### config.mk
export PLATFORM = sky130hd
export DESIGN_NAME = d_latch_reader
export DESIGN_NICKNAME = d
export VERILOG_FILES = /design/src/rtl/d_latch_reader_pkg.sv /design/src/rtl/d_latch_reader_sync_bit.sv /design/src/rtl/d_latch_reader.sv
export SDC_FILE = /design/constraint.sdc
export NUM_CORES = 1
export LEC_CHECK = 0
export CAP_MARGIN = 10
export CORE_ASPECT_RATIO = 0.7
export CORE_UTILIZATION = 36
export DETAILED_ROUTE_END_ITERATION = 10
export GPL_TIMING_DRIVEN = 0
export PLACE_DENSITY = 0.65
export SETUP_SLACK_MARGIN = 0.2
export SLEW_MARGIN = 20
export SYNTH_ARGS = -nofsm -noshare
export SYNTH_HDL_FRONTEND = slang
export SYNTH_SLANG_ARGS = --single-unit
### constraint.sdc
create_clock -name i_clk -period 3.35 [get_ports i_clk]
set_input_delay 0.67 -clock i_clk [delete_from_list [all_inputs] [get_ports i_clk]]
set_output_delay 0.67 -clock i_clk [all_outputs]
set_load 0.05 [all_outputs]
### src/rtl/d_latch_reader_pkg.sv
// Shared definitions for the D latch reader: FSM state width and encodings.
package d_latch_reader_pkg;

    localparam int STATE_W = 2;

    typedef enum logic [STATE_W-1:0] {
        S_IDLE   = 2'd0,
        S_OPEN   = 2'd1,
        S_SETTLE = 2'd2,
        S_HOLD   = 2'd3
    } state_t;

endpackage

### src/rtl/d_latch_reader_sync_bit.sv
// Single-bit synchroniser: STAGES flops in series, all cleared by the
// asynchronous active-low reset.
module sync_bit #(
    parameter int STAGES = 2
) (
    input  logic clk,
    input  logic rst_n,
    input  logic d,
    output logic q
);

    logic [STAGES-1:0] sync_reg;

    // Shift the asynchronous input through the flop chain.
    always_ff @(posedge clk or negedge rst_n) begin
        if (!rst_n) begin
            sync_reg <= '0;
        end else begin
            sync_reg <= {sync_reg[STAGES-2:0], d};
        end
    end

    assign q = sync_reg[STAGES-1];

endmodule

### src/rtl/d_latch_reader.sv
// Clocked reader/checker for a level-sensitive D latch.
// Synchronises the latch enable and output, counts data toggles while the
// latch is transparent, captures the held value once the latch has stayed
// closed for SETTLE_CYC cycles, and flags output changes during hold.
// Optional macro HOLD_ERR_STICKY_EN: when defined, o_hold_err is sticky
// until i_clr or reset; otherwise it pulses once per hold-phase toggle cycle.
module d_latch_reader #(
    parameter int SYNC_STAGES = 2,
    parameter int SETTLE_CYC  = 2,
    parameter int CNT_W       = 8
) (
    input  logic             i_clk,
    input  logic             i_rst_n,
    input  logic             i_enable,
    input  logic             i_q,
    input  logic             i_clr,
    output logic             o_valid,
    output logic             o_hold_val,
    output logic [CNT_W-1:0] o_toggle_cnt,
    output logic [CNT_W-1:0] o_window_cnt,
    output logic             o_hold_err,
    output logic [1:0]       o_state
);

    import d_latch_reader_pkg::*;

    // Settle counter only needs to hold SETTLE_CYC-1.
    localparam int SET_W = (SETTLE_CYC > 1) ? $clog2(SETTLE_CYC) : 1;
    localparam logic [CNT_W-1:0] CNT_MAX = '1;

    logic en_s;
    logic q_s;
    logic en_d_reg;
    logic q_d_reg;
    logic rise;
    logic fall;
    logic toggle;

    state_t             state_reg;
    state_t             state_next;
    logic [CNT_W-1:0]   win_cnt_reg;
    logic [CNT_W-1:0]   win_cnt_next;
    logic [SET_W-1:0]   settle_cnt_reg;
    logic [SET_W-1:0]   settle_cnt_next;
    logic               capture;
    logic               hold_toggle;

    logic               valid_reg;
    logic               hold_val_reg;
    logic [CNT_W-1:0]   toggle_cnt_reg;
    logic [CNT_W-1:0]   window_cnt_reg;
    logic               hold_err_reg;

    sync_bit #(.STAGES(SYNC_STAGES)) u_sync_en (
        .clk   (i_clk),
        .rst_n (i_rst_n),
        .d     (i_enable),
        .q     (en_s)
    );

    sync_bit #(.STAGES(SYNC_STAGES)) u_sync_q (
        .clk   (i_clk),
        .rst_n (i_rst_n),
        .d     (i_q),
        .q     (q_s)
    );

    // One-cycle history of the synchronised signals for edge detection.
    always_ff @(posedge i_clk or negedge i_rst_n) begin
        if (!i_rst_n) begin
            en_d_reg <= 1'b0;
            q_d_reg  <= 1'b0;
        end else begin
            en_d_reg <= en_s;
            q_d_reg  <= q_s;
        end
    end

    assign rise        = en_s & ~en_d_reg;
    assign fall        = ~en_s & en_d_reg;
    assign toggle      = q_s ^ q_d_reg;
    assign hold_toggle = (state_reg == S_HOLD) & toggle;

    // FSM state, per-window toggle count and settle countdown.
    always_ff @(posedge i_clk or negedge i_rst_n) begin
        if (!i_rst_n) begin
            state_reg      <= S_IDLE;
            win_cnt_reg    <= '0;
            settle_cnt_reg <= '0;
        end else begin
            state_reg      <= state_next;
            win_cnt_reg    <= win_cnt_next;
            settle_cnt_reg <= settle_cnt_next;
        end
    end

    // Next-state logic; a rise during SETTLE is a glitch, so the window
    // resumes with its toggle count intact and nothing is captured.
    always_comb begin
        state_next      = state_reg;
        win_cnt_next    = win_cnt_reg;
        settle_cnt_next = settle_cnt_reg;
        capture         = 1'b0;
        case (state_reg)
            S_IDLE: begin
                if (rise) begin
                    state_next   = S_OPEN;
                    win_cnt_next = '0;
                end
            end
            S_OPEN: begin
                if (toggle && (win_cnt_reg != CNT_MAX)) begin
                    win_cnt_next = win_cnt_reg + CNT_W'(1);
                end
                if (fall) begin
                    state_next      = S_SETTLE;
                    settle_cnt_next = SET_W'(SETTLE_CYC - 1);
                end
            end
            S_SETTLE: begin
                if (rise) begin
                    state_next = S_OPEN;
                end else if (settle_cnt_reg == '0) begin
                    state_next = S_HOLD;
                    capture    = 1'b1;
                end else begin
                    settle_cnt_next = settle_cnt_reg - SET_W'(1);
                end
            end
            S_HOLD: begin
                if (rise) begin
                    state_next   = S_OPEN;
                    win_cnt_next = '0;
                end
            end
            default: begin
                state_next = S_IDLE;
            end
        endcase
    end

    // Capture results; a coincident clear zeroes the counters but the
    // valid pulse and held value still update.
    always_ff @(posedge i_clk or negedge i_rst_n) begin
        if (!i_rst_n) begin
            valid_reg      <= 1'b0;
            hold_val_reg   <= 1'b0;
            toggle_cnt_reg <= '0;
            window_cnt_reg <= '0;
        end else begin
            valid_reg <= capture;
            if (capture) begin
                hold_val_reg <= q_s;
            end
            if (i_clr) begin
                toggle_cnt_reg <= '0;
                window_cnt_reg <= '0;
            end else if (capture) begin
                toggle_cnt_reg <= win_cnt_reg;
                window_cnt_reg <= window_cnt_reg + CNT_W'(1);
            end
        end
    end

    // Hold-phase output change detection.
    always_ff @(posedge i_clk or negedge i_rst_n) begin
        if (!i_rst_n) begin
            hold_err_reg <= 1'b0;
        end else begin
`ifdef HOLD_ERR_STICKY_EN
            if (i_clr) begin
                hold_err_reg <= 1'b0;
            end else if (hold_toggle) begin
                hold_err_reg <= 1'b1;
            end
`else
            hold_err_reg <= hold_toggle & ~i_clr;
`endif
        end
    end

    assign o_valid      = valid_reg;
    assign o_hold_val   = hold_val_reg;
    assign o_toggle_cnt = toggle_cnt_reg;
    assign o_window_cnt = window_cnt_reg;
    assign o_hold_err   = hold_err_reg;
    assign o_state      = state_reg;

endmodule

==> results.txt <==
The detail route stage leaves a number of antenna-violating nets equal to 0. The area enclosed by the die boundary was 5010 µm²; the yosys synthesis warning count was 0. For the maximum ir drop on the vdd rail, the log shows 0.2964 mV. Clock tree synthesis selected as its root buffer the cell clkbuf_8. On the critical path the largest part of the delay comes from buffers and inverters.

Leaving out fill and tap cells, the most frequent cell in the layout is dfrtp_1. The average cell area after synthesis is 10.01 µm², and the areal power density over the cells is 595.7 nW/µm². Summed over all nets, wire length on met3 after detailed routing comes to 143 µm. For the net switching power, the log shows 0.0004444 W. Dividing the detail-routed wire length by the instance count gives 13.17 µm. By startpoint and endpoint, the worst setup path is classified as register to primary output. The min-delay analysis places its worst path in the category input pin to async pin. The run gives 23 as the largest net degree at the start of global routing.

Clock tree synthesis inserted a total of 5 buffers. The total half-perimeter wirelength after legalization and detailed placement is 2437 µm. The via count of the first global-routing pass came out at 1151.

For the overflow left after global routing, the log shows 0. Top flip-flop cell by instance count after synthesis: dfrtp_1. Post-CTS repair changed the size of 0 cells. The run finished, with violations left. The run gives 0 as the number of maximum-capacitance constraint violations. The growth of design area from synthesis to finish was 25.81%. The share of power burned in the clock network was 0.295. In this run the post-CTS setup repair buffer count came out at 0.

For this run, the number of standard cells in the final layout without fillers is 258. The post-detailed-route via-to-cell ratio was 5.171; the antenna diode count was 0. For the overall routing resource usage, the log shows 0.1581.

The internal portion of the total power is 0.0008309 W. The sequential fraction of the synthesis area is 0.5294. The part of the total power dissipated in combinational logic is 0.300, and the count of state elements after synthesis is 36.

The number of port buffers was 24; the post-route met1 wirelength was 1892 µm. 26 I/O pins were placed. Traced cell by cell, the critical path runs through clkdlybuf4s50_1.

The core region is 4429 µm². The actual transition at the worst max-transition pin works out to 0.5055 ns. The checks that failed: design-rule violations. The tools report the nature of the critical path endpoint as a primary output. Proportion of power drawn by flip-flops and latches: 0.405. The clock reaches the later pin of the worst-skew pair after 0.30 ns. For the area taken by flip-flops and latches, the log shows 900.9 µm².

The switching fraction of total power works out to 0.3485. In the routed design, unresolved DRC markers number 8. Fraction of synthesis flops using an asynchronous set or reset pin: 1.000. The number of pins with negative max-slew slack in the final report was 0; the data arrival time of the critical path was 1.60 ns. Setup total negative slack on the finished layout was measured at 0 ns. Derived from the worst setup path, the maximum achievable clock frequency is 439.8 MHz. The run gives 0 as the hold violation total from the final report.

STA classifies the critical path startpoint as a register. In this run the number of H-tree levels came out at 2. Clock-pin slew was measured on the worst setup and hold paths at 0.08 ns. The top cell types in the final layout, fill and taps aside, are dfrtp_1 (36), nand2_1 (28), clkdlybuf4s50_1 (23). The logs give 1702 µm² for the netlist area before placement and 0.6620 for the max-slew headroom at the worst pin. The number of antenna violations at the first check in global routing was 0; the starting utilization of the core area was 0.3842.

For the global placer's final weighted congestion, the log shows 0.7455. The buffer levels on the longest clock path is 2. In this run the worst path has a maximum fanout of 6. The multi-input gate area in the final layout was 748.2 µm²; the delay of the slowest cell on the worst path was 0.84 ns. Before antenna repair, the detailed router went through 7 iterations. The count of different cell masters after synthesis was 38; the fraction of the cycle the final worst path needs was 0.6787.

X dimension of the die: 84.18 µm. Setup repair after global routing left no endpoint under its margin. After detailed placement, the design holds a cell count of 250. The synthesized design contains 0 enable-type register cells. The vias after detailed routing was 1334. The buffering stage count on the worst path with inverters included works out to 1. Row generation in the floorplan step produced 20 rows. The post-synthesis net count is 180, and the final critical delay including setup and external delays is 2.274 ns. The highest signal layer in the routed design is met4.

The share of final-layout standard cells stronger than drive strength 1 came out at 0.09360. The tools report the initial detailed-routing violation count as 64. Counting the fill cells in the layout gives 439. The slowest stage of the critical path belongs to the cell clkdlybuf4s50_1. TritonCTS built the clock tree.

For the worst setup path, the data required time is 2.68 ns. The run gives 3398 µm as the detailed-route wire length. The total met2 wirelength after detailed routing was 1278 µm; the count of endpoints failing setup in the final report was 0.

The maximum clock skew at final layout was 0.009582 ns. The cell leakage power is 0.9048 nW. In this run the vertical extent of the chip is 59.52 µm.

Counting every sink on the clock net gives 36. The synthesized instance count was 170. The first global-routing pass estimated 5816 µm of wire. After the last flow step, the layout net total stands at 212. In this run, post-CTS hold repair placed 0 buffers.
## area by class of cell
type                       count  share of cell area
tap                           55             0.03214
clock buffer                   6             0.03390
inverter                       8             0.01403
sequential                    36              0.4208
multi-input combinational    121              0.3495
buffer                         5             0.01052
timing repair buffer          25              0.1227
clock inverter                 2             0.01636
## synthesized netlist by cell type, types with 3 or more instances
library cell	count	area share
o21a_1	3	0.013
ha_1	5	0.037
buf_2	3	0.0088
nand2_1	28	0.062
o21ai_0	4	0.012
nor2b_1	6	0.022
dfrtp_1	36	0.53
a21oi_1	22	0.065
xnor2_1	3	0.015
mux2_2	3	0.020
nor2_1	5	0.011
inv_1	8	0.018
nand3_1	8	0.024
nand4_1	4	0.015
## stage by stage
step / hold slack, ns / util / total power [W] / cell area, µm² / worst slack [ns]
final: 0.2854 / 0.4833 / 0.001275 / 2141 / 1.076
after detailed placement: 0.3418 / 0.4590 / 0.0009046 / 2033 / 1.402
after global placement: 0.3320 / 0.4540 / 0.0009008 / 2011 / 0.8074
after floorplan: 0.3312 / - / 0.0007933 / 1702 / 1.334
after global routing: 0.3092 / 0.4833 / 0.001347 / 2141 / 1.006
after CTS: 0.2965 / 0.4833 / 0.001286 / 2141 / 1.076
## metal layers
layer / vias to the layer above / GRT usage
li1: 676 / -
met1: 620 / 0.2442
met2: 30 / 0.1897
met3: 8 / 0.04178
met4: 0 / 0.09606
met5: - / 0
## cell families (layout without fill, tap and decap cells)
family	after synthesis	after routing	share of synthesized area
and+or+nand+nor	63	63	0.1875
muxes	3	3	0.01985
DFF	36	36	0.5294
AOI/OAI and AO/OA	44	44	0.1640
xor gates and xnor gates	5	5	0.02574
adders and majority gates	6	6	0.04265
buffers and inverters	13	46	0.03088
## final timing paths
check,start,end,slack [ns],depth (start not counted)
max,o_window_cnt[3]$_DFFE_PN0P_,o_window_cnt[3],1.08,1
min,i_rst_n,win_cnt_reg[7]$_DFFE_PN0P_,0.29,1
max reg2reg,o_state[0]$_DFFE_PN0P_,win_cnt_reg[7]$_DFFE_PN0P_,1.51,6
min reg2reg,u_sync_en.sync_reg[0]$_DFF_PN0_,u_sync_en.sync_reg[1]$_DFF_PN0_,0.35,0
max in group asynchronous,i_rst_n,o_toggle_cnt[6]$_DFFE_PN0P_,2.64,2
min in group i_clk,u_sync_en.sync_reg[0]$_DFF_PN0_,u_sync_en.sync_reg[1]$_DFF_PN0_,0.35,0
## power by group through the flow
stage / clock network, W / logic, W / registers [W]
floorplan: 0 / 0.000213 / 0.000580
global placement: 0 / 0.000376 / 0.000525
detailed placement: 0 / 0.000381 / 0.000524
CTS: 0.000388 / 0.000383 / 0.000516
global route: 0.000405 / 0.000420 / 0.000522
finish: 0.000377 / 0.000383 / 0.000516
Power figures use the tool's default switching activity.
